===== src/rtl/stream_permuter_pkg.sv =====
// rtl/stream_permuter_pkg.sv - shared mode encoding and limits for stream_permuter
package stream_permuter_pkg;

    localparam int MAX_STAGES = 4;

    typedef enum logic [1:0] {
        MODE_PASS       = 2'd0,
        MODE_BITREV     = 2'd1,
        MODE_ELEMREV    = 2'd2,
        MODE_ELEMBITREV = 2'd3
    } mode_t;

endpackage


===== src/rtl/stream_pipe_stage.sv =====
// rtl/stream_pipe_stage.sv - single valid/ready register slot
module stream_pipe_stage #(
    parameter int W = 33
) (
    input  logic         clk,
    input  logic         reset,
    input  logic         in_valid,
    output logic         in_ready,
    input  logic [W-1:0] in_data,
    output logic         out_valid,
    input  logic         out_ready,
    output logic [W-1:0] out_data
);

    // Slot accepts when empty or when its current word leaves this cycle,
    // so an empty slot fills even while downstream is stalled.
    assign in_ready = !out_valid || out_ready;

    // Load the slot; data only changes when a real word arrives.
    always_ff @(posedge clk or posedge reset) begin
        if (reset) begin
            out_valid <= 1'b0;
            out_data  <= '0;
        end else if (in_ready) begin
            out_valid <= in_valid;
            if (in_valid) begin
                out_data <= in_data;
            end
        end
    end

endmodule


===== src/rtl/stream_permuter.sv =====
// rtl/stream_permuter.sv - per-word bit/element permuter with elastic pipeline (option: STREAM_PERMUTER_SKID_EN)
module stream_permuter
    import stream_permuter_pkg::*;
#(
    parameter int WIDTH  = 32,
    parameter int ELEM_W = 8,
    parameter int STAGES = 2
) (
    input  logic             clk,
    input  logic             reset,
    input  logic             i_valid,
    output logic             o_ready,
    input  logic [WIDTH-1:0] i_data,
    input  logic [1:0]       i_mode,
    input  logic             i_last,
    output logic             o_valid,
    input  logic             i_ready,
    output logic [WIDTH-1:0] o_data,
    output logic             o_last
);

    localparam int N_ELEM = WIDTH / ELEM_W;
    localparam int NSTG   = (STAGES < 1) ? 1 : ((STAGES > MAX_STAGES) ? MAX_STAGES : STAGES);

    logic [WIDTH-1:0] perm_data;
    logic [NSTG:0]    lnk_valid;
    logic [NSTG:0]    lnk_ready;
    logic [WIDTH:0]   lnk_data [NSTG+1];

    // Reorder the incoming word according to the mode sampled with it.
    always_comb begin
        perm_data = i_data;
        case (mode_t'(i_mode))
            MODE_PASS: perm_data = i_data;
            MODE_BITREV: begin
                for (int i = 0; i < WIDTH; i++) begin
                    perm_data[i] = i_data[WIDTH-1-i];
                end
            end
            MODE_ELEMREV: begin
                for (int k = 0; k < N_ELEM; k++) begin
                    for (int b = 0; b < ELEM_W; b++) begin
                        perm_data[k*ELEM_W+b] = i_data[(N_ELEM-1-k)*ELEM_W+b];
                    end
                end
            end
            MODE_ELEMBITREV: begin
                for (int k = 0; k < N_ELEM; k++) begin
                    for (int b = 0; b < ELEM_W; b++) begin
                        perm_data[k*ELEM_W+b] = i_data[k*ELEM_W+ELEM_W-1-b];
                    end
                end
            end
            default: perm_data = i_data;
        endcase
    end

    generate
        for (genvar s = 0; s < NSTG; s++) begin : g_stage
            stream_pipe_stage #(.W(WIDTH + 1)) u_stage (
                .clk       (clk),
                .reset     (reset),
                .in_valid  (lnk_valid[s]),
                .in_ready  (lnk_ready[s]),
                .in_data   (lnk_data[s]),
                .out_valid (lnk_valid[s+1]),
                .out_ready (lnk_ready[s+1]),
                .out_data  (lnk_data[s+1])
            );
        end
    endgenerate

    assign lnk_ready[NSTG]  = i_ready;
    assign o_valid          = lnk_valid[NSTG];
    assign {o_last, o_data} = lnk_data[NSTG];

`ifdef STREAM_PERMUTER_SKID_EN
    logic           skid_valid;
    logic           skid_valid_nx;
    logic [WIDTH:0] skid_data;
    logic           ready_q;
    logic           in_xfer;

    // Skid is bypassed when empty so latency matches the plain pipeline.
    assign in_xfer       = i_valid && ready_q;
    assign lnk_valid[0]  = skid_valid || in_xfer;
    assign lnk_data[0]   = skid_valid ? skid_data : {i_last, perm_data};
    assign skid_valid_nx = skid_valid ? !lnk_ready[0] : (in_xfer && !lnk_ready[0]);
    assign o_ready       = ready_q;

    // Park a word that stage 0 could not take; ready is registered from skid state.
    always_ff @(posedge clk or posedge reset) begin
        if (reset) begin
            skid_valid <= 1'b0;
            skid_data  <= '0;
            ready_q    <= 1'b0;
        end else begin
            skid_valid <= skid_valid_nx;
            ready_q    <= !skid_valid_nx;
            if (!skid_valid && in_xfer && !lnk_ready[0]) begin
                skid_data <= {i_last, perm_data};
            end
        end
    end
`else
    logic ready_en;

    assign o_ready      = ready_en && lnk_ready[0];
    assign lnk_valid[0] = i_valid && o_ready;
    assign lnk_data[0]  = {i_last, perm_data};

    // Hold off input acceptance until the first clock after reset release.
    always_ff @(posedge clk or posedge reset) begin
        if (reset) begin
            ready_en <= 1'b0;
        end else begin
            ready_en <= 1'b1;
        end
    end
`endif

endmodule


===== config.mk =====
export PLATFORM = sky130hd
export DESIGN_NAME = stream_permuter
export DESIGN_NICKNAME = d
export VERILOG_FILES = /design/src/rtl/stream_permuter_pkg.sv /design/src/rtl/stream_pipe_stage.sv /design/src/rtl/stream_permuter.sv
export SDC_FILE = /design/constraint.sdc
export NUM_CORES = 1
export LEC_CHECK = 0
export CAP_MARGIN = 10
export CELL_PAD_IN_SITES_DETAIL_PLACEMENT = 1
export CELL_PAD_IN_SITES_GLOBAL_PLACEMENT = 1
export CORE_ASPECT_RATIO = 2
export CORE_MARGIN = 8
export CORE_UTILIZATION = 44
export DETAILED_ROUTE_END_ITERATION = 12
export GPL_TIMING_DRIVEN = 0
export PLACE_DENSITY = 0.81
export SLEW_MARGIN = 10
export SYNTH_ARGS = -nofsm -noshare
export SYNTH_HDL_FRONTEND = slang
export SYNTH_SLANG_ARGS = --single-unit

===== constraint.sdc =====
create_clock -name clk -period 3.05 [get_ports clk]
set_input_delay 0.305 -clock clk [delete_from_list [all_inputs] [get_ports clk]]
set_output_delay 0.305 -clock clk [all_outputs]
set_load 0.005 [all_outputs]

==> results of run 1 <==
[cells by family (layout without fill, tap and decap cells)]
kind of cell,Yosys count,count (layout)
AND/OR/NAND/NOR,7,7
other,1,1
buffers and inverters,15,103
flip-flops,69,69
multiplexers,130,130
[critical path: stages]
cell	delay [ns]
sky130_fd_sc_hd__clkdlybuf4s50_1	0.41
sky130_fd_sc_hd__nand3b_2	0.27
sky130_fd_sc_hd__and2_1	0.20
sky130_fd_sc_hd__clkdlybuf4s50_1	0.46
[report_power, final]
| group | switching, mW | internal [mW] |
|---|---|---|
| Sequential | 0.145 | 1.19 |
| Clock | 0.385 | 0.735 |
| Combinational | 0.302 | 0.612 |
[per-stage QoR]
| step | util | TNS [ns] | setup slack, ns | power, mW | cell area, um^2 |
|---|---|---|---|---|---|
| 2_1_floorplan | - | 0 | 1.01 | 1.72 | 3290 |
| 3_3_place_gp | 0.567 | -7.64 | -0.117 | 2.24 | 4120 |
| 3_5_place_dp | 0.571 | 0 | 1.10 | 2.28 | 4150 |
| 4_1_cts | 0.616 | 0 | 1.07 | 3.42 | 4480 |
| 5_1_grt | 0.616 | 0 | 1.07 | 3.54 | 4480 |
| 6_report | 0.616 | 0 | 1.10 | 3.37 | 4480 |
[sequential cells by signal (all words and copies together), names as in the netlist]
signal                     cells
g_stage.u_stage.out_valid      2
g_stage.u_stage.out_data      66
ready_en                       1
[cell type report]
class                           count  share of cell area
Buffer                             14              0.0266
Clock buffer                       10              0.0534
Clock inverter                      6              0.0193
Inverter                            1             0.00140
Multi-Input combinational cell    138               0.323
Sequential cell                    69               0.386
Tap cell                           92              0.0257
Timing Repair Buffer               72               0.165
[placed cells by master (no fill, tap or decap), drive strengths merged]
master         synthesis  final
clkdlybuf4s50          0     71
dfrtp                 69     69
mux2                  66     66
mux2i                 64     64
buf                   14     15
clkbuf                 0     10
clkinv                 0      3
nand2b                 2      2
bufinv                 0      2
nand2                  2      2
nand3b                 1      1
nand3                  1      1
and2                   1      1
inv                    1      1
clkinvlp               0      1
conb                   1      1
[path summary, 6_finish.rpt]
kind	to	cells after the start	from	slack, ns
min in group clk	g_stage[0].u_stage.out_data[30]	3	i_mode[0]	0.44
min reg2reg	g_stage[1].u_stage.out_data[21]	1	g_stage[1].u_stage.out_data[21]	0.50
max	o_ready	4	i_ready	1.10
min	g_stage[1].u_stage.out_data[11]	2	reset	0.25
max in group asynchronous	g_stage[0].u_stage.out_data[21]	3	reset	2.27
max reg2reg	g_stage[1].u_stage.out_data[27]	4	g_stage[1].u_stage.out_valid	1.59
[routing by layer]
metal	track usage	vias to the layer above	share of wire
li1	-	968	-
met1	0.153	1058	0.36
met2	0.313	55	0.58
met3	0.0448	13	0.037
met4	0.0661	0	0.025
met5	0	-	0
==> flow_summary_export.csv, run 1 <==
group,metric,value,unit
global_routing,grt_pass1_wl,13400,um
timing,min_period,1.95,ns
die,core.rowCount,44,
global_routing,globalRoute.totalOverflow,0,
setup_path,timing.critical_path.to_type,"primary output",
place,place.port_buffers,71,
clock_tree,ctsHtreeMaxLevel,3,
clock_tree,post-cts-setup-buffer-count,0,
route,firstDrtPassIters,3,
timing,finalClockSkew,0.00321,ns
setup_path,critical_path.max_fanout,3,
timing,hold_ws,0.254,ns
layout,multi_input_gate_area_in_the_final_layout,1450,um^2
synth,post_synth_most_frequent_cells,"69 x sky130_fd_sc_hd__dfrtp_1, 64 x sky130_fd_sc_hd__mux2_2, 64 x sky130_fd_sc_hd__mux2i_1, 7 x sky130_fd_sc_hd__buf_6, 5 x sky130_fd_sc_hd__buf_2",
route,post_dr_wirelength_cell,20.7,um
clock_tree,cts_buffers,9,
power_and_ir_drop,vdd.ir_drop.worst,0.533,mV
place,finalWeightedCongestion,0.715,
clock_tree,cts_root_buf,"sky130_fd_sc_hd__clkbuf_16",
clock_tree,cts_hold_repair.buffers,0,
clock_tree,clockBufferDepth,2,
layout,area_growth,35.9,%
synth,async_flop_share,1.00,
route,postRouteAntennaNets,0,
route,drt_drc_violations_left,0,
place,dp_hpwl,6140,um
timing,report.final.slew_viol_count,0,
synth,syn-instance-count,222,
clock_tree,post_cts_resized,0,
global_routing,groute.usage.overall,0.163,
synth,synth-seq-cells,69,
layout,final_cells,402,
synth,synthesis.area,3290,um^2
synth,synth-main-ff-cell,"sky130_fd_sc_hd__dfrtp_1",
global_routing,first_global_vias,2491,
place,placed_cells,386,
setup_path,worst-endpoint-arrival,1.65,ns
synth,top_post_synthesis_cells_by_area,"sky130_fd_sc_hd__dfrtp_1 52%, sky130_fd_sc_hd__mux2_2 22%, sky130_fd_sc_hd__mux2i_1 19%",
synth,yosysUniqueCellTypes,15,
synth,proportion_of_synthesized_area_in_mux_cells,0.420,
die,dieHeight,138,um
clock_tree,cts.reportedPaths.clkPinSlew,0.05,ns
synth,most_frequent_cell_after_synthesis,"sky130_fd_sc_hd__dfrtp_1",
layout,layout-drive-gt1-share,0.319,
synth,synth-compound-area-share,0,
timing,achievable-frequency,513,MHz
power_and_ir_drop,power_per_cell_area,753,nW/um^2
setup_path,worst_ep_required_time,2.74,ns
synth,synth_area_per_cell,14.8,um^2
die,io_pins,74,
layout,total_inserted_antenna_cells,0,
synth,synth_enable_flop_cells,0,
synth,seq_area_frac_synth,0.524,
synth,synth_top_family_by_area,"multiplexers",
timing,hold_viol_final,0,
layout,final.fill_count,722,
clock_tree,clock_latency,0.33,ns
route,post_drt_via_cell_ratio,5.21,
synth,parity_gate_share_of_the_synthesized_area_counting_xor_and_xnor_cells,0,
synth,post-synth-top-area-cell,"sky130_fd_sc_hd__dfrtp_1",
synth,top_cell_type_s_share_of_synthesized_area,0.524,
power_and_ir_drop,power_leakage,2.02,nW
synth,yosys_warnings,0,
die,coreArea,7270,um^2
global_routing,grt_max_degree,57,
flow_run,cap_violations,0,
die,fp.dieW,77.2,um
timing,setup_viol,0,
layout,layout.nets,344,
route,drt-total-wl,8310,um
setup_path,timing_worst_setup_path_type,"in2out",
run_status,status,"completed",
layout,layout.area.seq,1730,um^2
setup_path,setup.worst_path.start_class,"primary input",
min_path,worstHoldPathType,"in2async",
timing,final.period_utilization,0.640,
synth,syn_nets,261,
global_routing,antenna_found_initial,0,
synth,synthSimpleGateAreaFrac,0.0175,
timing,rsz0062_at_grt,"no",
route,dr_total_vias,2094,
clock_tree,clk_sinks,69,
route,drtIter0Drc,51,
synth,synthAdderAreaFrac,0,
die,floorplan.die_area,10700,um^2
clock_tree,tritoncts,"done",
die,initial_core_util,0.453,
(Power assumes the default switching activity.)
==> inputs of run 2 (changes only) <==
- CORE_UTILIZATION: 44 -> 37
- PLACE_DENSITY: 0.81 -> 0.72
- clock period: 3.05 -> 1.7 ns (I/O delays scaled with it)
==> run 2 against run 1 <==
  * Final cell count is 2.5% higher
  * Highest routed layer unchanged
  * Final area is 0.98% lower
  * Clock skew is 0.00082 ns higher
  * First-iteration DRC count grew 31%
  * Register-to-register slack worse by 1.4 ns
==> flow_summary_export.csv, run 2 (synthesized netlist as in run 1, its figures left out) <==
group,metric,value,unit
die,fp.dieW,82.7,um
die,coreArea,8830,um^2
die,dieHeight,149,um
layout,layout.nets,345,
global_routing,grt_pass1_wl,12600,um
layout,final_cells,412,
layout,largest_register_ffs,66,
run_status,status,"completed",
power_and_ir_drop,power_per_cell_area,1270,nW/um^2
flow_run,cap_violations,0,
setup_path,worst_path_max_delay_cell,"sky130_fd_sc_hd__clkdlybuf4s50_1",
place,place.port_buffers,71,
power_and_ir_drop,power_leakage,2.00,nW
setup_path,setup.worst_path.start_class,"flop",
route,postRouteAntennaNets,0,
place,placed_cells,396,
setup_path,timing.critical_path.to_type,"primary output",
route,post_dr_wirelength_cell,18.8,um
timing,final.period_utilization,0.970,
clock_tree,clk_sinks,69,
layout,largest_register,"g_stage.u_stage.out_data",
route,firstDrtPassIters,4,
global_routing,groute.usage.overall,0.135,
timing,timing.slew.headroom,0.540,
setup_path,timing.reg2reg.worst_path_depth,4,
clock_tree,cts_root_buf,"sky130_fd_sc_hd__clkbuf_16",
timing,setup_viol,0,
die,io_pins,74,
setup_path,critical_path.reg2reg.startpoint,"g_stage[0].u_stage.out_valid",
global_routing,globalRoute.totalOverflow,0,
route,drtIter0Drc,67,
layout,layout.cells.most_common_list,"71 x sky130_fd_sc_hd__clkdlybuf4s50_1, 68 x sky130_fd_sc_hd__dfrtp_1, 64 x sky130_fd_sc_hd__mux2_2, 64 x sky130_fd_sc_hd__mux2i_1, 9 x sky130_fd_sc_hd__clkbuf_16",
clock_tree,cts_buffers,9,
layout,multi_input_gate_area_in_the_final_layout,1450,um^2
timing,achievable-frequency,607,MHz
clock_tree,clockBufferDepth,2,
min_path,worstHoldPathType,"in2async",
layout,reg_top3,"g_stage.u_stage.out_data (66), g_stage.u_stage.out_valid (2), ready_en (1)",
layout,layout-drive-gt1-share,0.319,
global_routing,antenna_found_initial,0,
clock_tree,cts.reportedPaths.clkPinSlew,0.05,ns
setup_path,critical_path.max_fanout,3,
die,floorplan.die_area,12400,um^2
route,drt_drc_violations_left,0,
layout,layout.area.seq,1730,um^2
setup_path,rr_endpoint,"g_stage[1].u_stage.out_data[30]",
clock_tree,tritoncts,"done",
setup_path,worst_ep_required_time,1.53,ns
layout,final.fill_count,920,
timing,min_period,1.65,ns
global_routing,first_global_vias,2463,
place,finalWeightedCongestion,0.770,
setup_path,worst-endpoint-arrival,1.48,ns
timing,finalClockSkew,0.00404,ns
setup_path,timing.critical_path.cells,"nand3b_4 -> and2_1 -> clkdlybuf4s50_1",
die,core.rowCount,49,
layout,mostFrequentLayoutCell,"sky130_fd_sc_hd__clkdlybuf4s50_1",
layout,area_growth,34.5,%
timing,report.final.slew_viol_count,0,
power_and_ir_drop,total_power,5.64,mW
route,post_drt_via_cell_ratio,5.09,
clock_tree,clock_latency,0.33,ns
route,dr_total_vias,2096,
route,drt-total-wl,7760,um
setup_path,timing_worst_setup_path_type,"reg2out",
global_routing,grt_max_degree,40,
power_and_ir_drop,vdd.ir_drop.worst,0.708,mV
place,dp_hpwl,5750,um
clock_tree,ctsHtreeMaxLevel,3,
setup_path,r2r_slack,0.19,ns
timing,rsz0062_at_grt,"no",
setup_path,critical-path-max-stage-delay,0.50,ns
timing,hold_viol_final,0,
layout,total_inserted_antenna_cells,0,
die,initial_core_util,0.373,
timing,actual_transition_at_the_worst_max_transition_pin,0.689,ns
-- run 2: critical path, delay by kind of cell (launching register included) --
kind / cells / cell delay, ns
buf+inv: 1 / 0.50
flops: 1 / 0.41
simple gates: 2 / 0.24
-- run 2: worst max-delay path by stage --
| stage | from | end | depth (start not counted) |
|---|---|---|---|
| 5_1_grt | g_stage[1].u_stage.out_valid | o_ready | 3 |
| 4_1_cts | g_stage[0].u_stage.out_valid | o_ready | 3 |
| 3_5_place_dp | i_ready | g_stage[1].u_stage.out_data[30] | 5 |
| 2_1_floorplan | g_stage[1].u_stage.out_valid | g_stage[1].u_stage.out_data[0] | 4 |
| 6_report | g_stage[1].u_stage.out_valid | o_ready | 3 |
| 3_3_place_gp | reset | g_stage[0].u_stage.out_data[21] | 2 |
-- run 2: per-layer routing --
| layer | part of all wire | vias up | global-route usage |
|---|---|---|---|
| met2 | 0.47 | 71 | 0.199 |
| met4 | 0.025 | 0 | 0.0652 |
| met5 | 0 | - | 0 |
| met1 | 0.42 | 1046 | 0.167 |
| li1 | - | 964 | - |
| met3 | 0.086 | 15 | 0.0511 |
-- run 2: metrics by stage --
| stage | TNS (ns) | cell area, um^2 | hold WS (ns) | setup WS, ns | util |
|---|---|---|---|---|---|
| 3_5_place_dp | -2.57 | 4160 | 0.492 | -0.0692 | 0.471 |
| 6_report | 0 | 4430 | 0.300 | 0.0515 | 0.502 |
| 4_1_cts | 0 | 4420 | 0.307 | 0.00319 | 0.501 |
| 3_3_place_gp | -2.93 | 4140 | 0.478 | -0.0426 | 0.469 |
| 5_1_grt | 0 | 4430 | 0.344 | 0.00133 | 0.502 |
| 2_1_floorplan | 0 | 3300 | 0.320 | 0.452 | - |
-- run 2: cell type report --
type	count	share of cell area
Inverter	1	0.00169
Multi-Input combinational cell	138	0.328
Buffer	14	0.0268
Sequential cell	69	0.390
Clock buffer	10	0.0517
Timing Repair Buffer	73	0.167
Clock inverter	5	0.00649
Tap cell	102	0.0288
-- run 2: timing repair --
item	in CTS	in global routing
hold buffers	0	0
resized for setup	1	1
cloned	0	0
endpoints found under the setup margin	1	1
buffers inserted	0	1
-- run 2: power breakdown --
| part | leakage, nW | switching (mW) | internal, mW |
|---|---|---|---|
| Sequential | 0.812 | 0.262 | 2.14 |
| Combinational | 1.06 | 0.517 | 1.10 |
| Clock | 0.132 | 0.649 | 0.968 |
| Total | 2.00 | 1.43 | 4.21 |
==> inputs of run 3 (changes only) <==
- CTS_CLUSTER_DIAMETER: unset -> 100
- RECOVER_POWER: unset -> 100
==> run 3 against run 2 <==
  * Combinational power fell by 9%
  * Largest cell class unchanged
  * Register-to-register slack got worse by 0.11 ns
  * Total power shrank 2.6%
  * Clock-buffer cell count stayed put
  * Critical path type unchanged
  * Critical endpoint unchanged
  * Sequential power about the same
==> flow_summary_export.csv, run 3 (synthesized netlist as in run 1, its figures left out) <==
group,metric,value,unit
run_status,status,"completed",
layout,reg_top3,"g_stage.u_stage.out_data (66), g_stage.u_stage.out_valid (2), ready_en (1)",
timing,timing.slew.headroom,0.557,
setup_path,crit_family,"buffers and inverters",
clock_tree,clock_latency,0.33,ns
layout,largest_register,"g_stage.u_stage.out_data",
route,post_dr_wirelength_cell,18.9,um
setup_path,worst-endpoint-arrival,1.47,ns
place,dpl-instance-area,4160,um^2
layout,finalCoreUtilization,0.498,
route,drtIter0Drc,79,
route,drt_drc_violations_left,0,
die,initial_core_util,0.373,
layout,layout-drive-gt1-share,0.313,
global_routing,grt_pass1_wl,12600,um
die,floorplan.die_area,12400,um^2
timing,hold_viol_final,0,
route,dr_total_vias,2108,
clock_tree,tritoncts,"done",
die,fp.dieW,82.7,um
die,coreArea,8830,um^2
timing,final.period_utilization,0.967,
clock_tree,cts_hold_repair.buffers,0,
power_and_ir_drop,power.sequential.fraction,0.435,
layout,mostFrequentLayoutCell,"sky130_fd_sc_hd__dfrtp_1",
global_routing,globalRoute.totalOverflow,0,
global_routing,first_global_vias,2463,
min_path,worstHoldPathType,"in2reg",
die,io_pins,74,
timing,rsz0062_at_grt,"no",
layout,largest_register_ffs,66,
setup_path,crit_buf_inv,1,
setup_path,timing.critical_path.cells,"nand3b_4 -> and2_1 -> clkdlybuf4s50_1",
clock_tree,cts_buffers,9,
global_routing,grt_max_degree,40,
setup_path,worst_path_max_delay_cell,"sky130_fd_sc_hd__clkdlybuf4s50_1",
timing,min_period,1.64,ns
global_routing,globalRouteMet1Util,0.167,
place,post-place-ws,-0.0692,ns
die,dieHeight,149,um
timing,setup_ws,0.0569,ns
power_and_ir_drop,power_per_cell_area,1250,nW/um^2
power_and_ir_drop,swShare,0.258,
power_and_ir_drop,power_frac_clock,0.295,
global_routing,antenna_found_initial,0,
place,place.port_buffers,71,
clock_tree,ctsHtreeMaxLevel,3,
setup_path,critical_path.max_fanout,3,
route,post_drt_via_cell_ratio,5.12,
clock_tree,cts_root_buf,"sky130_fd_sc_hd__clkbuf_16",
power_and_ir_drop,power_leakage,2.00,nW
route,firstDrtPassIters,4,
flow_run,cap_violations,0,
place,finalWeightedCongestion,0.770,
route,drt-total-wl,7780,um
setup_path,timing.critical_path.to_type,"primary output",
power_and_ir_drop,total_power,5.49,mW
setup_path,timing_worst_setup_path_type,"reg2out",
layout,total_inserted_antenna_cells,0,
timing,tns,0,ns
global_routing,grt_most_used_layer,"met2",
global_routing,groute.usage.overall,0.135,
power_and_ir_drop,vdd.ir_drop.worst,0.705,mV
layout,area_growth,33.4,%
die,core.rowCount,49,
timing,actual_transition_at_the_worst_max_transition_pin,0.664,ns
timing,finalClockSkew,0.00360,ns
timing,achievable-frequency,609,MHz
setup_path,r2r_slack,0.08,ns
power_and_ir_drop,netSwitchingPower,1.42,mW
setup_path,setup.worst_path.start_class,"flop",
clock_tree,clockBufferDepth,2,
place,dp_hpwl,5750,um
route,postRouteAntennaNets,0,
layout,layout.cells.most_common_list,"68 x sky130_fd_sc_hd__dfrtp_1, 64 x sky130_fd_sc_hd__mux2_2, 64 x sky130_fd_sc_hd__mux2i_1",
global_routing,global_route.usage.met2,0.199,
global_routing,gr-usage-met3,0.0511,
power_and_ir_drop,combinationalPowerShare,0.270,
setup_path,critical-path-max-stage-delay,0.50,ns
timing,setup_viol,0,
power_and_ir_drop,internal-power,4.07,mW
layout,layout.cell_area.non_filler,4390,um^2
clock_tree,clk_sinks,69,
setup_path,worst_ep_required_time,1.53,ns
timing,report.final.slew_viol_count,0,
layout,layout.nets,345,
clock_tree,cts.reportedPaths.clkPinSlew,0.05,ns
==> run 3: worst register-to-register path, stage by stage (launching register included) <==
cell	delay (ns)
sky130_fd_sc_hd__dfrtp_2	0.42
sky130_fd_sc_hd__clkbuf_1	0.11
sky130_fd_sc_hd__nand2_1	0.25
sky130_fd_sc_hd__clkbuf_2	0.34
sky130_fd_sc_hd__mux2_2	0.38
==> run 3: final cells by class <==
class / count / area [um^2]
clock inverter: 5 / 28.8
inverter: 1 / 7.51
fill: 922 / 4430
timing repair buffer: 73 / 722
multi-input combinational: 138 / 1450
sequential: 69 / 1730
clock buffer: 10 / 229
tap: 102 / 128
buffer: 14 / 100
==> run 3: what timing repair did <==
item | 4_1_cts | 5_1_grt
buffers inserted | 0 | 1
setup endpoints to repair | 1 | 1
gates resized for setup | 1 | 1
==> run 3: path summary, 6_finish.rpt <==
path                                                 startpoint                         endpoint  cells past startpoint
worst max-delay path               g_stage[1].u_stage.out_valid                          o_ready                      3
worst min-delay path                                  i_mode[0]  g_stage[0].u_stage.out_data[30]                      3
worst max register to register     g_stage[0].u_stage.out_valid  g_stage[1].u_stage.out_data[11]                      4
worst min register to register  g_stage[0].u_stage.out_data[17]  g_stage[0].u_stage.out_data[17]                      1
max in group asynchronous                                 reset  g_stage[1].u_stage.out_data[18]                      3
min in group asynchronous                                 reset                         ready_en                      2
==> run 3: metal layers <==
metal | vias to the layer above | share of wire
met4 | 0 | 0.024
met5 | - | 0
li1 | 965 | -
met1 | 1057 | 0.43
met3 | 15 | 0.085
met2 | 71 | 0.46
==> run 3: power groups by stage <==
stage	clock network, mW	logic, mW	registers (mW)
after floorplan	0	0.690	2.40
final	1.62	1.48	2.39
after global placement	0	1.59	2.41
after CTS	1.67	1.66	2.41
after global routing	1.74	1.62	2.46
after detailed placement	0	1.64	2.44
==> run 3: through the flow <==
step,hold WS (ns),instances
after floorplan,0.320,222
after global placement,0.478,395
after detailed placement,0.492,396
after CTS,0.307,411
after global routing,0.344,412
final,0.314,412
